===== src/rtl/reflet_vga_term_pkg.sv =====
// Shared constants and encodings for the reflet_VGA terminal front end.
package reflet_vga_term_pkg;

  localparam logic [7:0] CC_BS    = 8'h08;
  localparam logic [7:0] CC_LF    = 8'h0A;
  localparam logic [7:0] CC_FF    = 8'h0C;
  localparam logic [7:0] CC_CR    = 8'h0D;
  localparam logic [7:0] CC_SPACE = 8'h20;

  typedef enum logic [1:0] {S_IDLE, S_WRITE, S_CLEAR} state_t;

  typedef enum logic [2:0] {
    OP_NONE, OP_INC, OP_NEWLINE, OP_CR, OP_BACK, OP_HOME
  } cur_op_t;

endpackage


===== src/rtl/reflet_vga_cursor.sv =====
// Column/row counter pair with terminal-style moves; wraps by compare, not modulo.
module reflet_vga_cursor
  import reflet_vga_term_pkg::*;
#(
  parameter int COLS    = 80,
  parameter int ROWS    = 30,
  parameter int H_WIDTH = 7,
  parameter int V_WIDTH = 6
) (
  input  logic               clk,
  input  logic               reset,
  input  cur_op_t            op,
  output logic [H_WIDTH-1:0] col,
  output logic [V_WIDTH-1:0] row,
  output logic [H_WIDTH-1:0] inc_col,
  output logic [V_WIDTH-1:0] inc_row,
  output logic [H_WIDTH-1:0] back_col,
  output logic [V_WIDTH-1:0] back_row,
  output logic               last
);

  localparam logic [H_WIDTH-1:0] COL_MAX = H_WIDTH'(COLS - 1);
  localparam logic [V_WIDTH-1:0] ROW_MAX = V_WIDTH'(ROWS - 1);

  logic               col_end, row_end;
  logic [V_WIDTH-1:0] nl_row;

  always_comb begin
    col_end  = (col == COL_MAX);
    row_end  = (row == ROW_MAX);
    nl_row   = row_end ? '0 : row + 1'b1;
    inc_col  = col_end ? '0 : col + 1'b1;
    inc_row  = col_end ? nl_row : row;
    last     = col_end && row_end;
    back_col = '0;
    back_row = '0;
    // Backspace from column 0 climbs to the end of the previous row; (0,0) is sticky.
    if (col != '0) begin
      back_col = col - 1'b1;
      back_row = row;
    end else if (row != '0) begin
      back_col = COL_MAX;
      back_row = row - 1'b1;
    end
  end

  always_ff @(posedge clk) begin
    if (reset) begin
      col <= '0;
      row <= '0;
    end else begin
      case (op)
        OP_INC:     begin col <= inc_col;  row <= inc_row;  end
        OP_NEWLINE: begin col <= '0;       row <= nl_row;   end
        OP_CR:      col <= '0;
        OP_BACK:    begin col <= back_col; row <= back_row; end
        OP_HOME:    begin col <= '0;       row <= '0;       end
        default:    ;
      endcase
    end
  end

endmodule


===== src/rtl/reflet_vga_term.sv =====
// Byte-stream terminal driving reflet_VGA's text write port, one cell per strobe.
module reflet_vga_term
  import reflet_vga_term_pkg::*;
#(
  parameter int COLOR_DEPTH = 2,
  parameter int COLS        = 80,
  parameter int ROWS        = 30,
  parameter int H_WIDTH     = 7,
  parameter int V_WIDTH     = 6
) (
  input  logic                   clk,
  input  logic                   reset,
  input  logic                   in_valid,
  output logic                   in_ready,
  input  logic [7:0]             in_char,
  input  logic [COLOR_DEPTH-1:0] R_fg,
  input  logic [COLOR_DEPTH-1:0] G_fg,
  input  logic [COLOR_DEPTH-1:0] B_fg,
  input  logic [COLOR_DEPTH-1:0] R_bg,
  input  logic [COLOR_DEPTH-1:0] G_bg,
  input  logic [COLOR_DEPTH-1:0] B_bg,
  output logic                   write_txt,
  output logic [H_WIDTH-1:0]     h_pixel,
  output logic [V_WIDTH-1:0]     v_pixel,
  output logic [7:0]             char_out,
  output logic [COLOR_DEPTH-1:0] R_out,
  output logic [COLOR_DEPTH-1:0] G_out,
  output logic [COLOR_DEPTH-1:0] B_out,
  output logic [COLOR_DEPTH-1:0] R_bg_out,
  output logic [COLOR_DEPTH-1:0] G_bg_out,
  output logic [COLOR_DEPTH-1:0] B_bg_out,
  output logic [H_WIDTH-1:0]     cur_col,
  output logic [V_WIDTH-1:0]     cur_row,
  output logic                   busy
);

  state_t             state, state_nxt;
  cur_op_t            cur_op, sweep_op;
  logic [7:0]         byte_q;
  logic               accept;
  logic [H_WIDTH-1:0] back_col, sweep_col, sweep_inc_col;
  logic [V_WIDTH-1:0] back_row, sweep_row, sweep_inc_row;
  logic               sweep_last;
  logic [H_WIDTH-1:0] unused_cur_inc_col, unused_sweep_back_col;
  logic [V_WIDTH-1:0] unused_cur_inc_row, unused_sweep_back_row;
  logic               unused_cur_last;
  logic               unused_sweep_pos;

  assign in_ready = (state == S_IDLE) && !reset;
  assign busy     = !in_ready;
  assign accept   = in_valid && in_ready;
  assign unused_sweep_pos = ^{sweep_col, sweep_row};

  reflet_vga_cursor #(.COLS(COLS), .ROWS(ROWS), .H_WIDTH(H_WIDTH), .V_WIDTH(V_WIDTH)) u_cursor (
    .clk(clk), .reset(reset), .op(cur_op),
    .col(cur_col), .row(cur_row),
    .inc_col(unused_cur_inc_col), .inc_row(unused_cur_inc_row),
    .back_col(back_col), .back_row(back_row),
    .last(unused_cur_last)
  );

  // Sweep holds the cell currently on the outputs during CLEAR; parked at (0,0) otherwise.
  reflet_vga_cursor #(.COLS(COLS), .ROWS(ROWS), .H_WIDTH(H_WIDTH), .V_WIDTH(V_WIDTH)) u_sweep (
    .clk(clk), .reset(reset), .op(sweep_op),
    .col(sweep_col), .row(sweep_row),
    .inc_col(sweep_inc_col), .inc_row(sweep_inc_row),
    .back_col(unused_sweep_back_col), .back_row(unused_sweep_back_row),
    .last(sweep_last)
  );

  always_comb begin
    state_nxt = state;
    cur_op    = OP_NONE;
    sweep_op  = OP_NONE;
    case (state)
      S_IDLE: begin
        sweep_op = OP_HOME;
        if (accept) state_nxt = (in_char == CC_FF) ? S_CLEAR : S_WRITE;
      end
      S_WRITE: begin
        state_nxt = S_IDLE;
        case (byte_q)
          CC_LF:   cur_op = OP_NEWLINE;
          CC_CR:   cur_op = OP_CR;
          CC_BS:   cur_op = OP_BACK;
          default: cur_op = OP_INC;
        endcase
      end
      S_CLEAR: begin
        if (sweep_last) begin
          state_nxt = S_IDLE;
          cur_op    = OP_HOME;
        end else begin
          sweep_op = OP_INC;
        end
      end
      default: state_nxt = S_IDLE;
    endcase
  end

  always_ff @(posedge clk) begin
    if (reset) state <= S_IDLE;
    else       state <= state_nxt;
  end

  // Write port is loaded at accept so the strobe lands in the cycle right after it.
  always_ff @(posedge clk) begin
    if (reset) begin
      write_txt <= 1'b0;
      h_pixel   <= '0;
      v_pixel   <= '0;
      char_out  <= '0;
      byte_q    <= '0;
      {R_out, G_out, B_out}          <= '0;
      {R_bg_out, G_bg_out, B_bg_out} <= '0;
    end else begin
      case (state)
        S_IDLE: begin
          write_txt <= 1'b0;
          if (accept) begin
            byte_q <= in_char;
            if (in_char != CC_LF && in_char != CC_CR) begin
              write_txt <= 1'b1;
              {R_out, G_out, B_out}          <= {R_fg, G_fg, B_fg};
              {R_bg_out, G_bg_out, B_bg_out} <= {R_bg, G_bg, B_bg};
              char_out <= CC_SPACE;
              h_pixel  <= '0;
              v_pixel  <= '0;
              if (in_char == CC_BS) begin
                h_pixel <= back_col;
                v_pixel <= back_row;
              end else if (in_char != CC_FF) begin
                h_pixel  <= cur_col;
                v_pixel  <= cur_row;
                char_out <= in_char;
              end
            end
          end
        end
        S_CLEAR: begin
          if (sweep_last) begin
            write_txt <= 1'b0;
          end else begin
            h_pixel <= sweep_inc_col;
            v_pixel <= sweep_inc_row;
          end
        end
        default: write_txt <= 1'b0;
      endcase
    end
  end

endmodule


===== config.mk =====
export PLATFORM = sky130hd
export DESIGN_NAME = reflet_vga_term
export DESIGN_NICKNAME = d
export VERILOG_FILES = /design/src/rtl/reflet_vga_term_pkg.sv /design/src/rtl/reflet_vga_cursor.sv /design/src/rtl/reflet_vga_term.sv
export SDC_FILE = /design/constraint.sdc
export NUM_CORES = 1
export LEC_CHECK = 0
export BUFFER_PORTS_ARGS = -buffer_cell sky130_fd_sc_hd__buf_4
export CORE_ASPECT_RATIO = 0.7
export CORE_MARGIN = 1.5
export CORE_UTILIZATION = 47
export CTS_CLUSTER_DIAMETER = 150
export CTS_CLUSTER_SIZE = 20
export DETAILED_ROUTE_END_ITERATION = 7
export PLACE_DENSITY = 0.66
export REMOVE_ABC_BUFFERS = 1
export SLEW_MARGIN = 10
export SYNTH_ARGS = -nofsm -noshare
export SYNTH_HDL_FRONTEND = slang
export SYNTH_HIERARCHICAL = 1
export SYNTH_SLANG_ARGS = --single-unit
export TNS_END_PERCENT = 30

===== constraint.sdc =====
create_clock -name clk -period 5.7 [get_ports clk]
set_clock_uncertainty 0.1 [all_clocks]
set_input_delay 0.285 -clock clk [delete_from_list [all_inputs] [get_ports clk]]
set_output_delay 0.285 -clock clk [all_outputs]
set_load 0.02 [all_outputs]

==> results of run 1 <==
-- layout make-up --
type | instances | area, sq um
sequential | 70 | 1400
fill | 965 | 4480
clock inverter | 7 | 120
clock buffer | 9 | 225
tap | 132 | 165
inverter | 25 | 93.8
multi-input combinational | 507 | 3370
timing repair buffer | 72 | 541
-- cell usage in the layout (no fill, tap or decap), drive strengths merged, types with 5 or more instances in the layout --
master,count
inv,26
a21oi,60
xor2,8
mux2i,16
xnor2,8
nor2b,7
or2,5
a221o,6
a311oi,6
dfxtp,70
nand4,5
o31ai,6
nor3,11
o211ai,5
ha,18
nor4,11
o21ai,46
a211oi,6
mux2,7
a22o,5
nand3b,7
nand3,30
a32o,13
a221oi,6
nor3b,7
buf,72
nor4b,6
nor2,60
or3,8
nand2,46
clkbuf,9
and2,6
nand2b,28
-- report_power, final --
group	switching (mW)	leakage (nW)	internal, mW
Clock	0.229	0.166	0.429
Combinational	0.181	1.57	0.131
Sequential	0.0313	0.570	0.512
Total	0.441	2.30	1.07
-- sequential cells by signal, summed over array words and instances, names as in the netlist --
register and cells:
u_cursor/col 7, write_txt 1, u_sweep/col 7, B_out 2, G_bg_out 2, B_bg_out 2, state 2, char_out 8
R_bg_out 2, byte_q 8, u_sweep/row 6, u_cursor/row 6, v_pixel 6, G_out 2, h_pixel 7, R_out 2
-- stage by stage --
| stage | setup WS, ns | hold WS (ns) | cell area, sq um | instances | utilization |
|---|---|---|---|---|---|
| 4_1_cts | 1.62 | 0.0724 | 5920 | 822 | 0.569 |
| 2_1_floorplan | 2.29 | 0.253 | 4870 | 602 | - |
| 3_5_place_dp | 1.64 | 0.356 | 5570 | 806 | 0.536 |
| 5_1_grt | 1.08 | 0.0833 | 5920 | 822 | 0.569 |
| 3_3_place_gp | 1.88 | 0.345 | 5570 | 806 | 0.536 |
| 6_report | 1.53 | 0.0765 | 5920 | 822 | 0.569 |
-- final timing paths --
path                                                endpoint                        start
worst min register to register        byte_q[3]$_SDFFE_PP0P_       byte_q[3]$_SDFFE_PP0P_
worst min-delay path                  byte_q[5]$_SDFFE_PP0P_                   in_char[5]
worst max register to register  u_cursor/col[0]$_SDFFE_PP0P_  u_sweep/col[0]$_SDFFE_PP0P_
worst max-delay path            u_cursor/col[0]$_SDFFE_PP0P_  u_sweep/col[0]$_SDFFE_PP0P_
-- critical path, stage by stage (launching register included) --
cell and delay, ns:
dfxtp_1 0.41, ha_1 0.24, nand3_1 0.24, or2_1 0.47, nor2_1 0.20, nand2_1 0.10, o41ai_1 0.09, and2_1 0.36
ha_1 0.41, nor4b_1 0.88, a22oi_1 0.16, o221a_1 0.27, nor3_1 0.17
-- routing by layer --
layer	part of all wire	wire, microns
met5	0	0
met3	0.079	1140
met2	0.42	5950
met4	0.015	215
met1	0.49	7010
==> reports/metrics.yaml, run 1 <==
timing:
  grt_setup_unrepaired: "no"
  finalHoldViolations: 0
  fin_crit_ns: 4.17
  final_total_negative_setup_slack_ns: 0
  final_worst_path_cycle_share: 0.732
  timing_max_transition_violations_final: 0
  report.final.setup_viol: 0
  max_clock_freq_ghz: 0.240
  slew-limit-headroom: 0.293
  max_slew.worst_pin.slew_ns: 1.06
drt:
  remaining_drc_errors: 0
  drt-pass1-iter-count: 5
  via_count: 5092
  totalWireLength_microns: 14300
  avgViaCountPerCell: 6.19
  wire_per_inst_microns: 17.4
  detail-route-antenna-nets: 0
  initialDrtViolationCount: 505
power:
  total_leakage_power_nw: 2.30
  vdd_drop_max_mv: 0.173
  finalPower_mw: 1.51
  power_density_nw_per_um2: 256
global_routing:
  wire_length_of_the_first_global_routing_pass_microns: 22900
  grt_max_degree: 64
  first_global_vias: 4481
  groute.usage.overall: 0.249
  global_route.usage.met2: 0.353
  antenna_found_initial: 0
  grt.met1_usage: 0.371
  globalRouteMet3Util: 0.0673
  grt_busiest_layer: "met1"
  grt_overflow: 0
setup_path:
  r2r_cells: 12
  category_of_the_worst_setup_path_launch_point: "flip-flop"
  reg2reg_setup_slack_ns: 1.53
  crit_required_ns: 5.86
  crit_end_category: "flip-flop"
  critical_path_arrival_ns: 4.33
  criticalPathCategory: "reg2reg"
  maximum_net_fanout_on_the_critical_path: 13
clock_tree:
  postCtsHoldBufs: 0
  postcts_resize_cnt: 0
  post_cts_buffers: 0
  clock_sinks: 70
  tritoncts_clock_tree: "done"
  cts.reportedPaths.clkPinSlew_ns: 0.06
  tritoncts.num_buffers: 9
  clock_insertion_delay_worst_skew_ns: 0.34
  htree_levels: 3
  clockRootBuffer: "clkbuf_16"
  clock_tree.buffer_depth: 2
min_path:
  hold_path_class: "in2reg"
  whs_path_depth: 3
placement:
  detailed_placement_wirelength_estimate_microns: 10200
  finalWeightedCongestion: 0.879
  placement.io_buffers: 71
layout:
  diodes: 0
  synthToLayoutAreaGrowth_pct: 16.9
  drive_gt1_frac: 0.170
  final_nets: 726
die:
  start_util: 0.487
  std_cell_rows: 31
  core_area_sq_um: 10400
  design.die.area_sq_um: 11400
  io_pins: 72
  dieHeight_microns: 89.8
  fp.dieW_microns: 127
synthesis:
  post_synth.cell_area_avg_sq_um: 7.86
  yosys_warnings: 6
  netlist_instances: 644
  syn_std_cell_area_sq_um: 5060
run:
  cap_viol_max_count: 0
status:
  status: "finished clean"
Note: power is estimated with default switching activity, not from simulation.
==> run 2, diff against run 1 <==
Settings changed: PLACE_DENSITY 0.66 to 0.69.
Clock period 5.7 ns to 3.6 ns, I/O delays scaled along.
==> run 2 against run 1 <==
Wire length rose by 2.2%. Sequential cell count is the same. Critical path depth unchanged. Global-route usage is 0.96 points higher. Sequential power is 58% higher. Non-clock buffer count up 23. Critical endpoint is now u_cursor/row[2]$_SDFFE_PP0P_. Highest routed layer unchanged.
==> reports/metrics.yaml, run 2 (synthesized netlist as in run 1, its figures left out) <==
placement:
  placement.io_buffers: 71  # unchanged
  detailed_placement_wirelength_estimate_microns: 10400  # +2.3%
  finalWeightedCongestion: 0.930  # +5.8%
  placed_cells: 814  # +0.99%
  placement.setup.worst_slack_ns: 0.230  # -1.41 ns
drt:
  via_count: 5162  # +1.4%
  wire_per_inst_microns: 17.3  # -0.60%
  avgViaCountPerCell: 6.11  # -1.4%
  totalWireLength_microns: 14600  # +2.2%
  drt-pass1-iter-count: 5  # unchanged
  initialDrtViolationCount: 434  # -14%
  remaining_drc_errors: 0  # unchanged
  detail-route-antenna-nets: 0  # unchanged
min_path:
  min_to: "byte_q[7]$_SDFFE_PP0P_"
  hp-start: "in_char[7]"
  whs_path_depth: 2  # -1
  hold_path_class: "in2reg"
global_routing:
  groute.usage.overall: 0.258  # +0.00955
  first_global_vias: 4779  # +6.7%
  grt_max_degree: 64  # unchanged
  wire_length_of_the_first_global_routing_pass_microns: 23900  # +4.6%
  antenna_found_initial: 0  # unchanged
  grt_overflow: 0  # unchanged
timing:
  fin_crit_ns: 3.31  # -0.861 ns
  slew-limit-headroom: 0.386  # +0.0936
  final_total_negative_setup_slack_ns: 0  # unchanged
  setup_ws_ns: 0.288  # -1.24 ns
  finalHoldViolations: 0  # unchanged
  report.final.setup_viol: 0  # unchanged
  whs_ns: 0.00991  # -0.0666 ns
  max_slew.worst_pin.slew_ns: 0.914  # -0.146 ns
  final_worst_path_cycle_share: 0.920  # +0.188
  timing_max_transition_violations_final: 0  # unchanged
  max_clock_freq_ghz: 0.302  # +26%
  grt_setup_unrepaired: "no"
power:
  finalPower_mw: 2.27  # +50%
  power_density_nw_per_um2: 373  # +46%
  total_leakage_power_nw: 2.39  # +3.7%
  vdd_drop_max_mv: 0.220  # +27%
clock_tree:
  cts.reportedPaths.clkPinSlew_ns: 0.06  # about the same
  clockRootBuffer: "clkbuf_16"
  clock_sinks: 70  # unchanged
  clock_tree.buffer_depth: 2  # unchanged
  htree_levels: 3  # unchanged
  tritoncts.num_buffers: 9  # unchanged
  clock_insertion_delay_worst_skew_ns: 0.34  # about the same
  tritoncts_clock_tree: "done"
die:
  design.die.area_sq_um: 11400  # unchanged
  io_pins: 72  # unchanged
  start_util: 0.487  # unchanged
  fp.dieW_microns: 127  # unchanged
  dieHeight_microns: 89.8  # unchanged
  core_area_sq_um: 10400  # unchanged
  std_cell_rows: 31  # unchanged
setup_path:
  maximum_net_fanout_on_the_critical_path: 9  # -4
  r2r_cells: 12  # unchanged
  worst_r2r_endpoint: "u_cursor/row[2]$_SDFFE_PP0P_"
  crit_end_category: "flip-flop"
  reg2reg_setup_slack_ns: 0.29  # -1.24 ns
  worst_path_max_delay_cell: "nor4b_1"
  path_cells: "ha_1 > nand3_2 > or2_1 > nor2_1 > nand2_1 > o41ai_1 > and2_2 > ha_1 > o21ba_2 > nor4b_1 > a21oi_1 > o21ai_1"
  crit_required_ns: 3.77  # -2.09 ns
  critical_path_arrival_ns: 3.49  # -0.84 ns
  critical_path.max_stage_delay_ns: 0.54  # -0.34 ns
  regToRegStartpoint: "u_sweep/col[0]$_SDFFE_PP0P_"
  criticalPathCategory: "reg2reg"
  crit_path_frequent_cell: "ha_1"
  worst-path-buf-inv: 0  # unchanged
  critical_path.top_delay_family: "simple AND/OR/NAND/NOR gates"
  category_of_the_worst_setup_path_launch_point: "flip-flop"
layout:
  final_nets: 749  # +3.2%
  final_cell_mix: "buf_4, dfxtp_1, nor2_1, a21oi_1, nand2_1"
  drive_gt1_frac: 0.178  # +0.00856
  reg_top3: "byte_q (8), char_out (8)"
  synthToLayoutAreaGrowth_pct: 20.3
  mostFrequentLayoutCell: "buf_4"
  fin_cells: 845  # +2.8%
  diodes: 0  # unchanged
run:
  cap_viol_max_count: 0  # unchanged
status:
  status: "finished clean"
[run 2: cell type report]
cell class / instances / area (sq um)
Clock inverter: 7 / 73.8
Tap cell: 132 / 165
Sequential cell: 70 / 1400
Inverter: 25 / 93.8
Multi-Input combinational cell: 507 / 3380
Timing Repair Buffer: 95 / 751
Clock buffer: 9 / 225
Fill cell: 980 / 4310
[run 2: worst register-to-register path, cell delays in order, from the launching register on]
cell and delay, ns:
dfxtp_1 0.39, ha_1 0.26, nand3_2 0.17, or2_1 0.31, nor2_1 0.14, nand2_1 0.11
o41ai_1 0.06, and2_2 0.28, ha_1 0.33, o21ba_2 0.23, nor4b_1 0.54, a21oi_1 0.17
o21ai_1 0.14
[run 2: metal layers]
layer	routed length, microns	global-route usage	vias to the layer above
li1	-	-	2509
met1	7290	0.378	2432
met2	6090	0.384	207
met3	1110	0.0565	14
met4	142	0.0644	0
met5	0	0	-
[run 2: how the worst max path moves through the flow]
stage | startpoint | end | slack, ns | cells past startpoint
final | u_sweep/col[0]$_SDFFE_PP0P_ | u_cursor/row[2]$_SDFFE_PP0P_ | 0.29 | 12
after global routing | u_sweep/col[0]$_SDFFE_PP0P_ | u_cursor/col[0]$_SDFFE_PP0P_ | 0.02 | 13
after CTS | u_sweep/col[0]$_SDFFE_PP0P_ | u_cursor/col[0]$_SDFFE_PP0P_ | 0.19 | 13
after detailed placement | u_sweep/col[0]$_SDFFE_PP0P_ | u_cursor/col[0]$_SDFFE_PP0P_ | 0.23 | 13
after global placement | u_sweep/col[0]$_SDFFE_PP0P_ | u_cursor/col[0]$_SDFFE_PP0P_ | 0.34 | 13
after floorplan | state[0]$_SDFFE_PP0P_ | u_cursor/col[0]$_SDFFE_PP0P_ | 0.19 | 10
[run 2: power by group]
part | switching, mW | internal [mW] | total (mW)
logic | 0.299 | 0.224 | 0.523
registers | 0.0464 | 0.810 | 0.857
clock network | 0.355 | 0.538 | 0.893
total | 0.700 | 1.57 | 2.27
[run 2: through the flow]
stage           util  area, sq um
2_1_floorplan      -         4870
3_3_place_gp   0.542         5630
3_5_place_dp   0.542         5630
4_1_cts        0.585         6080
5_1_grt        0.586         6090
6_report       0.586         6090
[run 2: repair_timing]
action,CTS,global route
hold buffers,15,0
gates resized for setup,0,2
buffers inserted,0,0
setup endpoints to repair,0,11
hold endpoints to repair,15,0
